[config.mk]
export PLATFORM = sky130hd
export DESIGN_NAME = alu_arbiter
export DESIGN_NICKNAME = d
export VERILOG_FILES = /design/src/rtl/alu_arb_pkg.sv /design/src/rtl/alu_arb_grant.sv /design/src/rtl/alu_arbiter.sv
export SDC_FILE = /design/constraint.sdc
export NUM_CORES = 1
export LEC_CHECK = 0
export ABC_AREA = 1
export CORE_ASPECT_RATIO = 0.7
export CORE_UTILIZATION = 35
export DETAILED_ROUTE_END_ITERATION = 7
export GPL_ROUTABILITY_DRIVEN = 0
export PLACE_DENSITY = 0.71
export RECOVER_POWER = 50
export SKIP_CTS_REPAIR_TIMING = 1
export SLEW_MARGIN = 20
export SYNTH_ARGS = -nofsm -noshare
export SYNTH_HDL_FRONTEND = slang
export SYNTH_HIERARCHICAL = 1
export SYNTH_SLANG_ARGS = --single-unit
[constraint.sdc]
create_clock -name CLK -period 1.3 [get_ports CLK]
set_input_delay 0.26 -clock CLK [delete_from_list [all_inputs] [get_ports CLK]]
set_output_delay 0.26 -clock CLK [all_outputs]
set_load 0.01 [all_outputs]
[src/rtl/alu_arb_pkg.sv]
// Shared types and constants for the two-requester ALU arbiter.
package alu_arb_pkg;

   localparam int unsigned SEL_W = 3;
   localparam int unsigned CNT_W = 4;

   typedef enum logic [1:0] {
      ST_IDLE    = 2'd0,
      ST_WAIT    = 2'd1,
      ST_CAPTURE = 2'd2
   } state_t;

   typedef enum logic [SEL_W-1:0] {
      ALU_ADD = 3'd0,
      ALU_SUB = 3'd1,
      ALU_AND = 3'd2,
      ALU_OR  = 3'd3,
      ALU_XOR = 3'd4,
      ALU_NOT = 3'd5,
      ALU_SHL = 3'd6,
      ALU_SHR = 3'd7
   } alu_fn_t;

endpackage

[src/rtl/alu_arb_grant.sv]
// One-hot grant select for two requesters; round-robin on last-granted,
// or fixed priority to requester 0 when ALU_ARB_FIXED_PRIO_EN is defined.
module alu_arb_grant (
   input  logic       i_req0,
   input  logic       i_req1,
   input  logic       i_last,
   output logic [1:0] o_grant_c
);

`ifdef ALU_ARB_FIXED_PRIO_EN
   logic w_unused_last;
   assign w_unused_last = i_last;

   always_comb begin
      o_grant_c = 2'b00;
      if (i_req0)      o_grant_c = 2'b01;
      else if (i_req1) o_grant_c = 2'b10;
   end
`else
   always_comb begin
      o_grant_c = {i_req1, i_req0};
      // Contention goes to whoever was not served last.
      if (i_req0 && i_req1) o_grant_c = i_last ? 2'b01 : 2'b10;
   end
`endif

endmodule

[src/rtl/alu_arbiter.sv]
// Arbitrates two requesters onto one shared external ALU, one op in flight.
// Build option: ALU_ARB_FIXED_PRIO_EN selects fixed priority (requester 0).
module alu_arbiter
   import alu_arb_pkg::*;
#(
   parameter int unsigned DATA_W   = 8,
   parameter int unsigned ALU_WAIT = 1
) (
   input  logic              CLK,
   input  logic              RESET_N,
   input  logic              REQ0,
   input  logic              REQ1,
   input  logic [DATA_W-1:0] OPA0,
   input  logic [DATA_W-1:0] OPB0,
   input  logic [DATA_W-1:0] OPA1,
   input  logic [DATA_W-1:0] OPB1,
   input  logic [SEL_W-1:0]  SEL0,
   input  logic [SEL_W-1:0]  SEL1,
   output logic              ACK0,
   output logic              ACK1,
   output logic              DONE0,
   output logic              DONE1,
   output logic [DATA_W-1:0] RES,
   output logic [DATA_W-1:0] ALU_DATA1,
   output logic [DATA_W-1:0] ALU_DATA2,
   output logic [SEL_W-1:0]  ALU_SELECT,
   input  logic [DATA_W-1:0] ALU_RESULT,
   output logic              BUSY
);

   state_t              r_state;
   state_t              w_state_nxt;
   logic [CNT_W-1:0]    r_cnt;
   logic [CNT_W-1:0]    w_cnt_nxt;
   logic                r_last;
   logic                w_last_nxt;
   logic                r_gnt_id;
   logic                w_gnt_id_nxt;
   logic [1:0]          r_ack;
   logic [1:0]          w_ack_nxt;
   logic [1:0]          r_done;
   logic [1:0]          w_done_nxt;
   logic                r_busy;
   logic                w_load;
   logic                w_cap;
   logic [1:0]          w_grant;
   logic [DATA_W-1:0]   r_res;
   logic [DATA_W-1:0]   r_alu_data1;
   logic [DATA_W-1:0]   r_alu_data2;
   logic [SEL_W-1:0]    r_alu_select;

   alu_arb_grant u_grant (
      .i_req0    (REQ0),
      .i_req1    (REQ1),
      .i_last    (r_last),
      .o_grant_c (w_grant)
   );

   // State register
   always_ff @(posedge CLK or negedge RESET_N) begin
      if (!RESET_N) r_state <= ST_IDLE;
      else          r_state <= w_state_nxt;
   end

   // Next-state and control decode
   always_comb begin
      w_state_nxt  = r_state;
      w_cnt_nxt    = r_cnt;
      w_last_nxt   = r_last;
      w_gnt_id_nxt = r_gnt_id;
      w_ack_nxt    = 2'b00;
      w_done_nxt   = 2'b00;
      w_load       = 1'b0;
      w_cap        = 1'b0;
      case (r_state)
         ST_IDLE: begin
            if (|w_grant) begin
               w_load       = 1'b1;
               w_ack_nxt    = w_grant;
               w_cnt_nxt    = CNT_W'(ALU_WAIT);
               w_gnt_id_nxt = w_grant[1];
               w_last_nxt   = w_grant[1];
               w_state_nxt  = ST_WAIT;
            end
         end
         ST_WAIT: begin
            w_cnt_nxt = r_cnt - CNT_W'(1);
            if (r_cnt == CNT_W'(1)) w_state_nxt = ST_CAPTURE;
         end
         ST_CAPTURE: begin
            w_cap       = 1'b1;
            w_done_nxt  = r_gnt_id ? 2'b10 : 2'b01;
            w_state_nxt = ST_IDLE;
         end
         default: w_state_nxt = ST_IDLE;
      endcase
   end

   // Registered control, operands and result
   always_ff @(posedge CLK or negedge RESET_N) begin
      if (!RESET_N) begin
         r_cnt        <= '0;
         r_last       <= 1'b1;
         r_gnt_id     <= 1'b0;
         r_ack        <= 2'b00;
         r_done       <= 2'b00;
         r_busy       <= 1'b0;
         r_res        <= '0;
         r_alu_data1  <= '0;
         r_alu_data2  <= '0;
         r_alu_select <= '0;
      end else begin
         r_cnt    <= w_cnt_nxt;
         r_last   <= w_last_nxt;
         r_gnt_id <= w_gnt_id_nxt;
         r_ack    <= w_ack_nxt;
         r_done   <= w_done_nxt;
         r_busy   <= (w_state_nxt != ST_IDLE);
         if (w_load) begin
            r_alu_data1  <= w_grant[1] ? OPA1 : OPA0;
            r_alu_data2  <= w_grant[1] ? OPB1 : OPB0;
            r_alu_select <= w_grant[1] ? SEL1 : SEL0;
         end
         if (w_cap) r_res <= ALU_RESULT;
      end
   end

   assign ACK0       = r_ack[0];
   assign ACK1       = r_ack[1];
   assign DONE0      = r_done[0];
   assign DONE1      = r_done[1];
   assign BUSY       = r_busy;
   assign RES        = r_res;
   assign ALU_DATA1  = r_alu_data1;
   assign ALU_DATA2  = r_alu_data2;
   assign ALU_SELECT = r_alu_select;

endmodule

==> impl_results.html <==
<table>
<tr><th>Metric</th><th>Value</th></tr>
<tr><th colspan="2">Setup path</th></tr>
<tr><td>Setup Crit Path Kind</td><td>register to register</td></tr>
<tr><td>Slack of the worst reg-to-reg path</td><td>-0.04 ns</td></tr>
<tr><td>Dominant cell type by count on the critical path</td><td>nand2_2</td></tr>
<tr><td>Cells along the critical path</td><td>nand3_2 -&gt; nand2_2 -&gt; o21ai_4 -&gt; buf_12 -&gt; clkbuf_16 -&gt; nand2_2 -&gt; nand2_1</td></tr>
<tr><td>Maximum fanout along the worst path</td><td>7</td></tr>
<tr><td>Required time worst endpoint</td><td>1.48 ns</td></tr>
<tr><td>Worst flop-to-flop path startpoint</td><td>r_last$_DFFE_PN1P_</td></tr>
<tr><td>Reg2Reg Depth</td><td>7</td></tr>
<tr><td>Slowest cell on crit path</td><td>dfstp_2</td></tr>
<tr><td>Worst flop-to-flop path endpoint</td><td>ALU_SELECT[2]$_DFFE_PN0P_</td></tr>
<tr><td>Data arrival time of the critical path</td><td>1.52 ns</td></tr>
<tr><td>Longest individual stage delay on the worst path</td><td>0.58 ns</td></tr>
<tr><td>Crit end category</td><td>register</td></tr>
<tr><td>CP Launch Type</td><td>register</td></tr>
<tr><th colspan="2">Finish</th></tr>
<tr><td>Final Util</td><td>62.91%</td></tr>
<tr><td>Number of nets in the layout</td><td>384</td></tr>
<tr><td>Area added between synthesis and finish</td><td>66.47%</td></tr>
<tr><td>Share of cells above drive strength 1</td><td>14.41%</td></tr>
<tr><td>Antenna Diode Count</td><td>0</td></tr>
<tr><th colspan="2">Routing</th></tr>
<tr><td>Final WL</td><td>4.543 mm</td></tr>
<tr><td>Overall via count from detail_route</td><td>1755</td></tr>
<tr><td>Routed wire per std cell</td><td>11.30 um</td></tr>
<tr><td>1st-iter DRT viols</td><td>49</td></tr>
<tr><td>Number of nets still failing antenna checks after routing</td><td>0</td></tr>
<tr><td>Avg Vias per Cell</td><td>4.366</td></tr>
<tr><td>Drt drc</td><td>0</td></tr>
<tr><td>Pre-Repair DR Iteration Count</td><td>4</td></tr>
<tr><th colspan="2">Placement</th></tr>
<tr><td>HPWL after detailed placement</td><td>3.430 mm</td></tr>
<tr><td>PortBufs</td><td>81</td></tr>
<tr><th colspan="2">Clocking</th></tr>
<tr><td>Number of H-tree branching levels</td><td>2</td></tr>
<tr><td>Worst-Skew Late Latency</td><td>0.29 ns</td></tr>
<tr><td>Clock root buffer master</td><td>clkbuf_8</td></tr>
<tr><td>Total CTS buffers</td><td>5</td></tr>
<tr><td>CTS clock-pin slew for the worst setup and hold paths</td><td>0.07 ns</td></tr>
<tr><td>Number of sinks on the clock net</td><td>40</td></tr>
<tr><td>Maximum buffer depth of the clock tree</td><td>2</td></tr>
<tr><td>TritonCTS clock tree</td><td>yes</td></tr>
<tr><th colspan="2">STA</th></tr>
<tr><td>Final cycle utilization of the critical path</td><td>103.1%</td></tr>
<tr><td>Normalized max-slew margin</td><td>57.43%</td></tr>
<tr><td>Final clock skew</td><td>0.007157 ns</td></tr>
<tr><td>Final hold violations</td><td>0</td></tr>
<tr><td>Worst-Margin Slew</td><td>0.6386 ns</td></tr>
<tr><td>Final-layout setup total negative slack</td><td>-0.3484 ns</td></tr>
<tr><td>Endpoints failing setup</td><td>17</td></tr>
<tr><td>Pins over their slew limit</td><td>0</td></tr>
<tr><td>Min Tclk post-route</td><td>1.340 ns</td></tr>
<tr><td>Least setup slack across all paths after layout</td><td>-0.04000 ns</td></tr>
<tr><td>Achievable frequency</td><td>746.3 MHz</td></tr>
<tr><td>Unrepaired setup endpoints after global routing</td><td>yes</td></tr>
<tr><th colspan="2">Hold path</th></tr>
<tr><td>Worst Hold End</td><td>r_done[0]$_DFF_PN0_</td></tr>
<tr><td>Min-Delay Path Depth</td><td>1</td></tr>
<tr><td>Min-Delay Path Class</td><td>register to register</td></tr>
<tr><td>Hold_sp</td><td>r_gnt_id$_DFFE_PN0P_</td></tr>
<tr><th colspan="2">Floorplanning</th></tr>
<tr><td>Full die area</td><td>0.005664 mm2</td></tr>
<tr><td>Placeable core area</td><td>0.004966 mm2</td></tr>
<tr><td>Die Wd</td><td>89.53 um</td></tr>
<tr><td>Starting density of the core</td><td>37.79%</td></tr>
<tr><td>DIE HEIGHT</td><td>63.27 um</td></tr>
<tr><td>Cell row count</td><td>21</td></tr>
<tr><td>Number of top-level pins</td><td>82</td></tr>
<tr><th colspan="2">Synthesis</th></tr>
<tr><td>Flip-flop cell with the highest count after synthesis</td><td>dfrtp_1</td></tr>
<tr><td>Number of flip-flops and latches in the synthesized netlist</td><td>40</td></tr>
<tr><td>Post-synthesis average cell area</td><td>7.886 um2</td></tr>
<tr><td>Number of distinct standard cells referenced by the synthesized netlist</td><td>21</td></tr>
<tr><td>Number of flops mapped to enable cells by yosys</td><td>0</td></tr>
<tr><td>Cells taking the most area after synthesis</td><td>dfrtp_1, nand2_1, inv_1, o21ai_0, nand3_1</td></tr>
<tr><td>Area leader, netlist</td><td>dfrtp_1</td></tr>
<tr><td>Mapped cell area</td><td>0.001877 mm2</td></tr>
<tr><td>FFs w/ async S/R, synth</td><td>100.0%</td></tr>
<tr><td>Count of mapped cells out of synthesis</td><td>238</td></tr>
<tr><td>Number of warnings reported in the yosys synthesis log</td><td>6</td></tr>
<tr><td>Mapped Nets</td><td>290</td></tr>
<tr><td>Sequential element share of the synthesized area</td><td>53.40%</td></tr>
<tr><td>Proportion of netlist area held by the largest area contributor</td><td>52.00%</td></tr>
<tr><th colspan="2">Power</th></tr>
<tr><td>Worst-case vdd ir drop</td><td>615.5 uV</td></tr>
<tr><td>Power per Cell Area</td><td>1931 mW/mm2</td></tr>
<tr><td>Reported leakage power</td><td>1.936 nW</td></tr>
<tr><th colspan="2">Run status</th></tr>
<tr><td>Violations in the final reports</td><td>setup timing</td></tr>
<tr><td>Result of the run</td><td>finished with violations</td></tr>
<tr><th colspan="2">Global route</th></tr>
<tr><td>Number of global-route vias before repair</td><td>1640</td></tr>
<tr><td>Total overflow reported by the global router</td><td>0</td></tr>
<tr><td>Antenna violations before repair</td><td>0</td></tr>
<tr><td>Wire length of the first global-routing pass</td><td>7.196 mm</td></tr>
<tr><td>Pin count of the biggest net entering global routing</td><td>29</td></tr>
<tr><td>GRT Util Overall</td><td>16.73%</td></tr>
<tr><th colspan="2">Run</th></tr>
<tr><td>Maximum capacitance violations</td><td>0</td></tr>
</table>
## sequential cells by signal, indices dropped and copies added (netlist names)
register	cells
r_last	1
ALU_DATA2	8
RES	8
r_done	2
ALU_DATA1	8
ALU_SELECT	3
r_state	2
BUSY	1
r_cnt	4
r_ack	2
r_gnt_id	1
## worst max-delay path, delay by kind of cell (launching register included)
kind	cells	cell delay [ns]
AOI/OAI and AO/OA	1	0.07
and+or+nand+nor	4	0.28
DFF	1	0.58
buffers and inverters	2	0.31
## power by group
| group | internal, mW | switching, mW | leakage, nW | total [mW] |
|---|---|---|---|---|
| combinational | 1.54 | 1.48 | 1.39 | 3.02 |
| sequential | 1.82 | 0.370 | 0.498 | 2.19 |
| clock | 0.432 | 0.389 | 0.0455 | 0.822 |
## cell type report
type | count | area (um2)
clock buffer | 8 | 90.09
fill | 417 | 1842
inverter | 30 | 120.1
multi-input combinational | 159 | 764.5
sequential | 40 | 1002
tap | 69 | 86.33
timing repair buffer | 96 | 1061
## per-stage QoR
step	power (mW)	hold WS (ns)	instances	worst slack (ns)	area, um2
after floorplan	3.542	-0.03559	238	0.04635	1881
after detailed placement	4.993	0.1682	390	-0.3587	2811
after CTS	5.838	-0.1437	398	-0.2002	2902
final	6.033	0.4454	402	-0.04000	3124
after global placement	4.922	0.1644	390	-0.3395	2811
after global routing	6.518	0.4458	402	-0.1030	3124
## Yosys cell counts, types with 2 or more instances
library cell / n
o21ai_0: 16
buf_6: 3
dfrtp_1: 39
buf_4: 2
nor2_2: 2
nand3_1: 14
nor2_1: 6
inv_1: 29
o21ai_1: 5
buf_2: 3
ha_1: 2
nand2_1: 108
## how the worst max path moves through the flow
stage / start / end / slack (ns) / cells past startpoint
after floorplan: r_last$_DFFE_PN1P_ / ALU_DATA1[4]$_DFFE_PN0P_ / 0.05 / 6
after global placement: REQ1 / ALU_DATA2[4]$_DFFE_PN0P_ / -0.34 / 7
after detailed placement: REQ1 / ALU_SELECT[1]$_DFFE_PN0P_ / -0.36 / 7
after CTS: ALU_SELECT[2]$_DFFE_PN0P_ / ALU_SELECT[2] / -0.20 / 1
after global routing: r_last$_DFFE_PN1P_ / ALU_SELECT[2]$_DFFE_PN0P_ / -0.10 / 7
final: r_last$_DFFE_PN1P_ / ALU_SELECT[2]$_DFFE_PN0P_ / -0.04 / 7
## layer usage
layer,global-route usage [%],vias up,wire [um]
met4,3.571,0,21
met1,21.66,787,2031
li1,-,905,-
met3,7.339,3,443
met5,0,-,0
met2,25.86,60,2047
## cells in the final DEF, fill, tap and decap left out, drive strengths merged
cell type / n
a21oi: 1
buf: 11
clkbuf: 12
clkdlybuf4s50: 46
dfrtp: 39
dfstp: 1
dlygate4sd3: 1
dlymetal6s2s: 34
ha: 2
inv: 30
nand2: 109
nand3: 14
nor2: 8
nor3b: 1
o21ai: 22
or2: 1
xor2: 1
## kinds of logic after synthesis
logic type	after synthesis	synth area share, %
DFF	40	53.40
and+or+nand+nor	133	28.27
buffers and inverters	39	9.799
AOI/OAI and AO/OA	23	6.733
xor gates and xnor gates	1	0.4668
adders and majority gates	2	1.333
Note: power is estimated with default switching activity, not from simulation.
==> variant 1 (same flow settings) <==
Add a define of `ALU_ARB_FIXED_PRIO_EN`.
--- a/src/rtl/alu_arb_grant.sv
+++ b/src/rtl/alu_arb_grant.sv
@@ -1,5 +1,7 @@
 // One-hot grant select for two requesters; round-robin on last-granted,
 // or fixed priority to requester 0 when ALU_ARB_FIXED_PRIO_EN is defined.
+`define ALU_ARB_FIXED_PRIO_EN
+
 module alu_arb_grant (
    input  logic       i_req0,
    input  logic       i_req1,
Function: changed (a bounded check fails within 10 cycles, from zero or initial values and one cycle with RESET_N low).
==> variant 1 against the unedited design <==
Sequential cell count down 1. Cell count is 2.7% lower. Fmax rose by 8.1%. Worst setup slack improved by 100 ps. Area after synthesis shrank 2.0%. Routed wire length is 1.7% lower. First-iteration DRC count grew 18%. Total power decreased by 12%. Final area is 5.9% lower. Critical endpoint is now r_cnt[0]$_DFFE_PN0P_. Largest power group unchanged. Highest routed layer unchanged.
==> variant 1: results (changes against the unedited design) <==
* Status: finished, final reports clean
* Reg-to-Reg End: r_cnt[0]$_DFFE_PN0P_
* Final Hold Viols at 0 (unchanged)
* Worst vdd ir at 0.0005366 V (-13%)
* Post-synthesis instance total at 233 (-2.1%)
* Max FO, Critical Path at 6 (-1)
* Relative slew slack at 69.48% (+12 points)
* First-pass GRT wire length at 7.396 mm (+2.8%)
* Min-delay worst type: in -> async
* Vias per std cell at 4.350 (-0.35%)
* Wire length per cell at 11.43 um (+1.1%)
* Fill cell total of the finished layout at 431 (+3.4%)
* Layout cells sized above 1 at 7.143% (-7.3 points)
* Fmax achieved at 806.6 MHz (+8.1%)
* Final Skew at 3.148 ps (-4.009 ps)
* Clk Latency, worst-skew pair at 290 ps (about the same)
* CP max stage delay at 520 ps (-60 ps)
* R2R Path Start: r_state[0]$_DFF_PN0_
* Dpl cell area at 0.002743 mm2 (-2.4%)
* Number of global-route vias before repair at 1663 (+1.4%)
* Inst Count DP at 383 (-1.8%)
* Arrival time of the worst setup path at 1420 ps (-100 ps)
* Number of DRC markers in iteration 0 at 58 (+18%)
* Post-DP HPWL at 3.288 mm (-4.1%)
* FF-to-FF setup slack at 170 ps (+210 ps)
* Crit. Startpoint: REQ0
* CP max stage cell: clkdlybuf4s50_1
* Pre-antenna DRT Iters at 4 (unchanged)
* Root Driver: clkbuf_8
* Critical path class: in -> reg
* Overall routing resource usage at 17.24% (+0.51 points)
* Layout Nets at 374 (-2.6%)
* Worst r2r path cells at 6 (-1)
* Synth Net Count at 285 (-1.7%)
* Largest net degree at the start of global routing at 24 (-17%)
* Pre-CTS WS at -306.1 ps (+52.63 ps)
* WL final at 4.468 mm (-1.7%)
* Pleak at 1.837 nW (-5.1%)
* H-tree Lvls at 2 (unchanged)
-- variant 1: worst min-delay path by stage --
stage,startpoint,end,slack (ps),cells after the start
after floorplan,RESET_N,ALU_DATA1[0]$_DFFE_PN0P_,-40,0
after CTS,RESET_N,ALU_DATA1[3]$_DFFE_PN0P_,-100,1
after detailed placement,RESET_N,ALU_DATA1[3]$_DFFE_PN0P_,210,1
after global placement,RESET_N,ALU_DATA1[3]$_DFFE_PN0P_,210,1
final,RESET_N,ALU_DATA1[3]$_DFFE_PN0P_,460,2
after global routing,RESET_N,ALU_DATA1[3]$_DFFE_PN0P_,490,2
-- variant 1: worst max-delay path: cells and delay by family --
| family | cells | cell delay, ps |
|---|---|---|
| buffers and inverters | 2 | 700 |
| AO/OA/AOI/OAI | 1 | 210 |
| AND/OR/NAND/NOR | 4 | 260 |
-- variant 1: power breakdown --
part,internal (mW),switching [mW]
sequential,1.76,0.299
clock,0.416,0.404
combinational,1.22,1.23
total,3.39,1.93
-- variant 1: per-layer routing --
metal	track usage [%]	wire, um	share of wire [%]
met1	23.18	2133	48
met4	3.024	35	0.78
met2	26.54	1918	43
met3	6.737	381	8.5
met5	0	0	0
-- variant 1: area by class of cell --
class / instances / area (um2) / area share (%)
clock buffers: 6 / 82.58 / 2.810
clock inverters: 1 / 5.005 / 0.1703
inverters: 30 / 115.1 / 3.917
multi-input cells: 154 / 674.4 / 22.95
flip-flops and latches: 39 / 975.9 / 33.21
well taps: 69 / 86.33 / 2.937
repair buffers: 92 / 999.7 / 34.01
==> variant 2 (same flow settings) <==
Without the edit above. Re-encode `state_t` (3 states) as one-hot, 3 bits wide.
--- a/src/rtl/alu_arb_pkg.sv
+++ b/src/rtl/alu_arb_pkg.sv
@@ -4,10 +4,10 @@
    localparam int unsigned SEL_W = 3;
    localparam int unsigned CNT_W = 4;
 
-   typedef enum logic [1:0] {
-      ST_IDLE    = 2'd0,
-      ST_WAIT    = 2'd1,
-      ST_CAPTURE = 2'd2
+   typedef enum logic [2:0] {
+      ST_IDLE    = 3'b001,
+      ST_WAIT    = 3'b010,
+      ST_CAPTURE = 3'b100
    } state_t;
 
    typedef enum logic [SEL_W-1:0] {
Behaviour: no difference found for any inputs over 10 cycles, from zero or initial values and one cycle with RESET_N low; not proved beyond that.
==> variant 2 against the unedited design <==
The run still ends with setup timing left. Synthesized cell count up 3.8%. Non-clock buffer count down 2. Worst setup slack worse by 56 ps. Area after synthesis up 2.3%. Clock power down 3.4%. Sequential cell count up 1. Routed wire length up 4.3%. Fmax down 4.0%. Total power about the same. Global-route usage down 0.42 points. Final area up 0.32%. Largest power group unchanged.
==> variant 2: results (changes against the unedited design) <==
* FF-to-FF setup slack at -90 ps (-50 ps)
* Reg area at 0.001028 mm2 (+2.6%)
* Multi-input logic cell count at 176 (+11%)
* Final instance area at 0.003134 mm2 (+0.32%)
* Arrival time of the worst setup path at 1580 ps (+60 ps)
* Met2 Usage GRT at 26.33% (+0.47 points)
* PnR worst setup slack at -95.82 ps (-55.82 ps)
* Post-DP HPWL at 3.288 mm (-4.2%)
* Met3 Track Usage GR at 5.952% (-1.4 points)
* Top cells by area, synth: dfrtp_1, nand2_1, inv_1, dfstp_2, nand3_1
* Synthesis-stage register bit count at 41 (+2.5%)
* Seq/Total Area, Yosys at 53.59% (+0.19 points)
* Invs w/o clock at 21 (-30%)
* Pleak at 1.928 nW (-0.38%)
* First-pass GRT wire length at 7.479 mm (+3.9%)
* Reg-to-Reg End: ALU_DATA2[5]$_DFFE_PN0P_
* Vias per std cell at 4.354 (-0.26%)
* Synth Area in Compound Gates at 3.064% (-3.7 points)
* Wire length per cell at 11.50 um (+1.7%)
* Pre-CTS WS at -342.2 ps (+16.45 ps)
* Layout non-clock buf frac at 32.97% (-0.99 points)
* Number of global-route vias before repair at 1656 (+0.98%)
* Worst r2r path cells at 8 (+1)
* Total Neg Setup Slack at -1901 ps (-1553 ps)
* Signal buffers at 94 (-2.1%)
* Measured slew at the worst slew-check pin at 536.0 ps (-102.6 ps)
* Failing checks: setup timing
* Worst vdd ir at 0.0008096 V (+32%)
* Post-synthesis xor/xnor area fraction at 0.4563% (-0.010 points)
* CP max stage cell: clkdlybuf4s50_1
* Synth cell count leaders: nand2_1, dfrtp_1, inv_1
* Post-route insts no fill at 412 (+2.5%)
* Max FO, Critical Path at 8 (+1)
* Clkbuf count at 7 (-1)
* Metal-1 WL at 2.229 mm (+9.7%)
* Tap Cells at 72 (+4.3%)
* Status: finished with violations
* Number of DRC markers in iteration 0 at 59 (+20%)
* Detail Route met3 WL at 314 um (-29%)
* Final setup violation count at 24 (+7)
* Layout cells sized above 1 at 16.18% (+1.8 points)
* Fill cell total of the finished layout at 470 (+13%)
* Area of the multi-input gates at 822.0 um2 (+7.5%)
variant 2: worst max path at each step:
stage / depth (start not counted) / startpoint / slack, ps / endpoint
global placement: 9 / REQ1 / -310 / ALU_DATA2[1]$_DFFE_PN0P_
global route: 9 / REQ1 / -150 / ALU_DATA1[4]$_DFFE_PN0P_
detailed placement: 9 / REQ1 / -340 / ALU_DATA2[3]$_DFFE_PN0P_
floorplan: 8 / r_last$_DFFE_PN1P_ / 40 / ALU_DATA1[0]$_DFFE_PN0P_
CTS: 1 / ALU_DATA1[1]$_DFFE_PN0P_ / -180 / ALU_DATA1[1]
finish: 9 / REQ1 / -100 / ALU_DATA2[5]$_DFFE_PN0P_
variant 2: power breakdown:
| part | total [mW] | switching [mW] | internal (mW) | leakage (nW) |
|---|---|---|---|---|
| combinational | 3.04 | 1.52 | 1.51 | 1.38 |
| clock | 0.794 | 0.417 | 0.377 | 0.0422 |
| sequential | 2.20 | 0.349 | 1.85 | 0.502 |
| total | 6.03 | 2.29 | 3.74 | 1.93 |
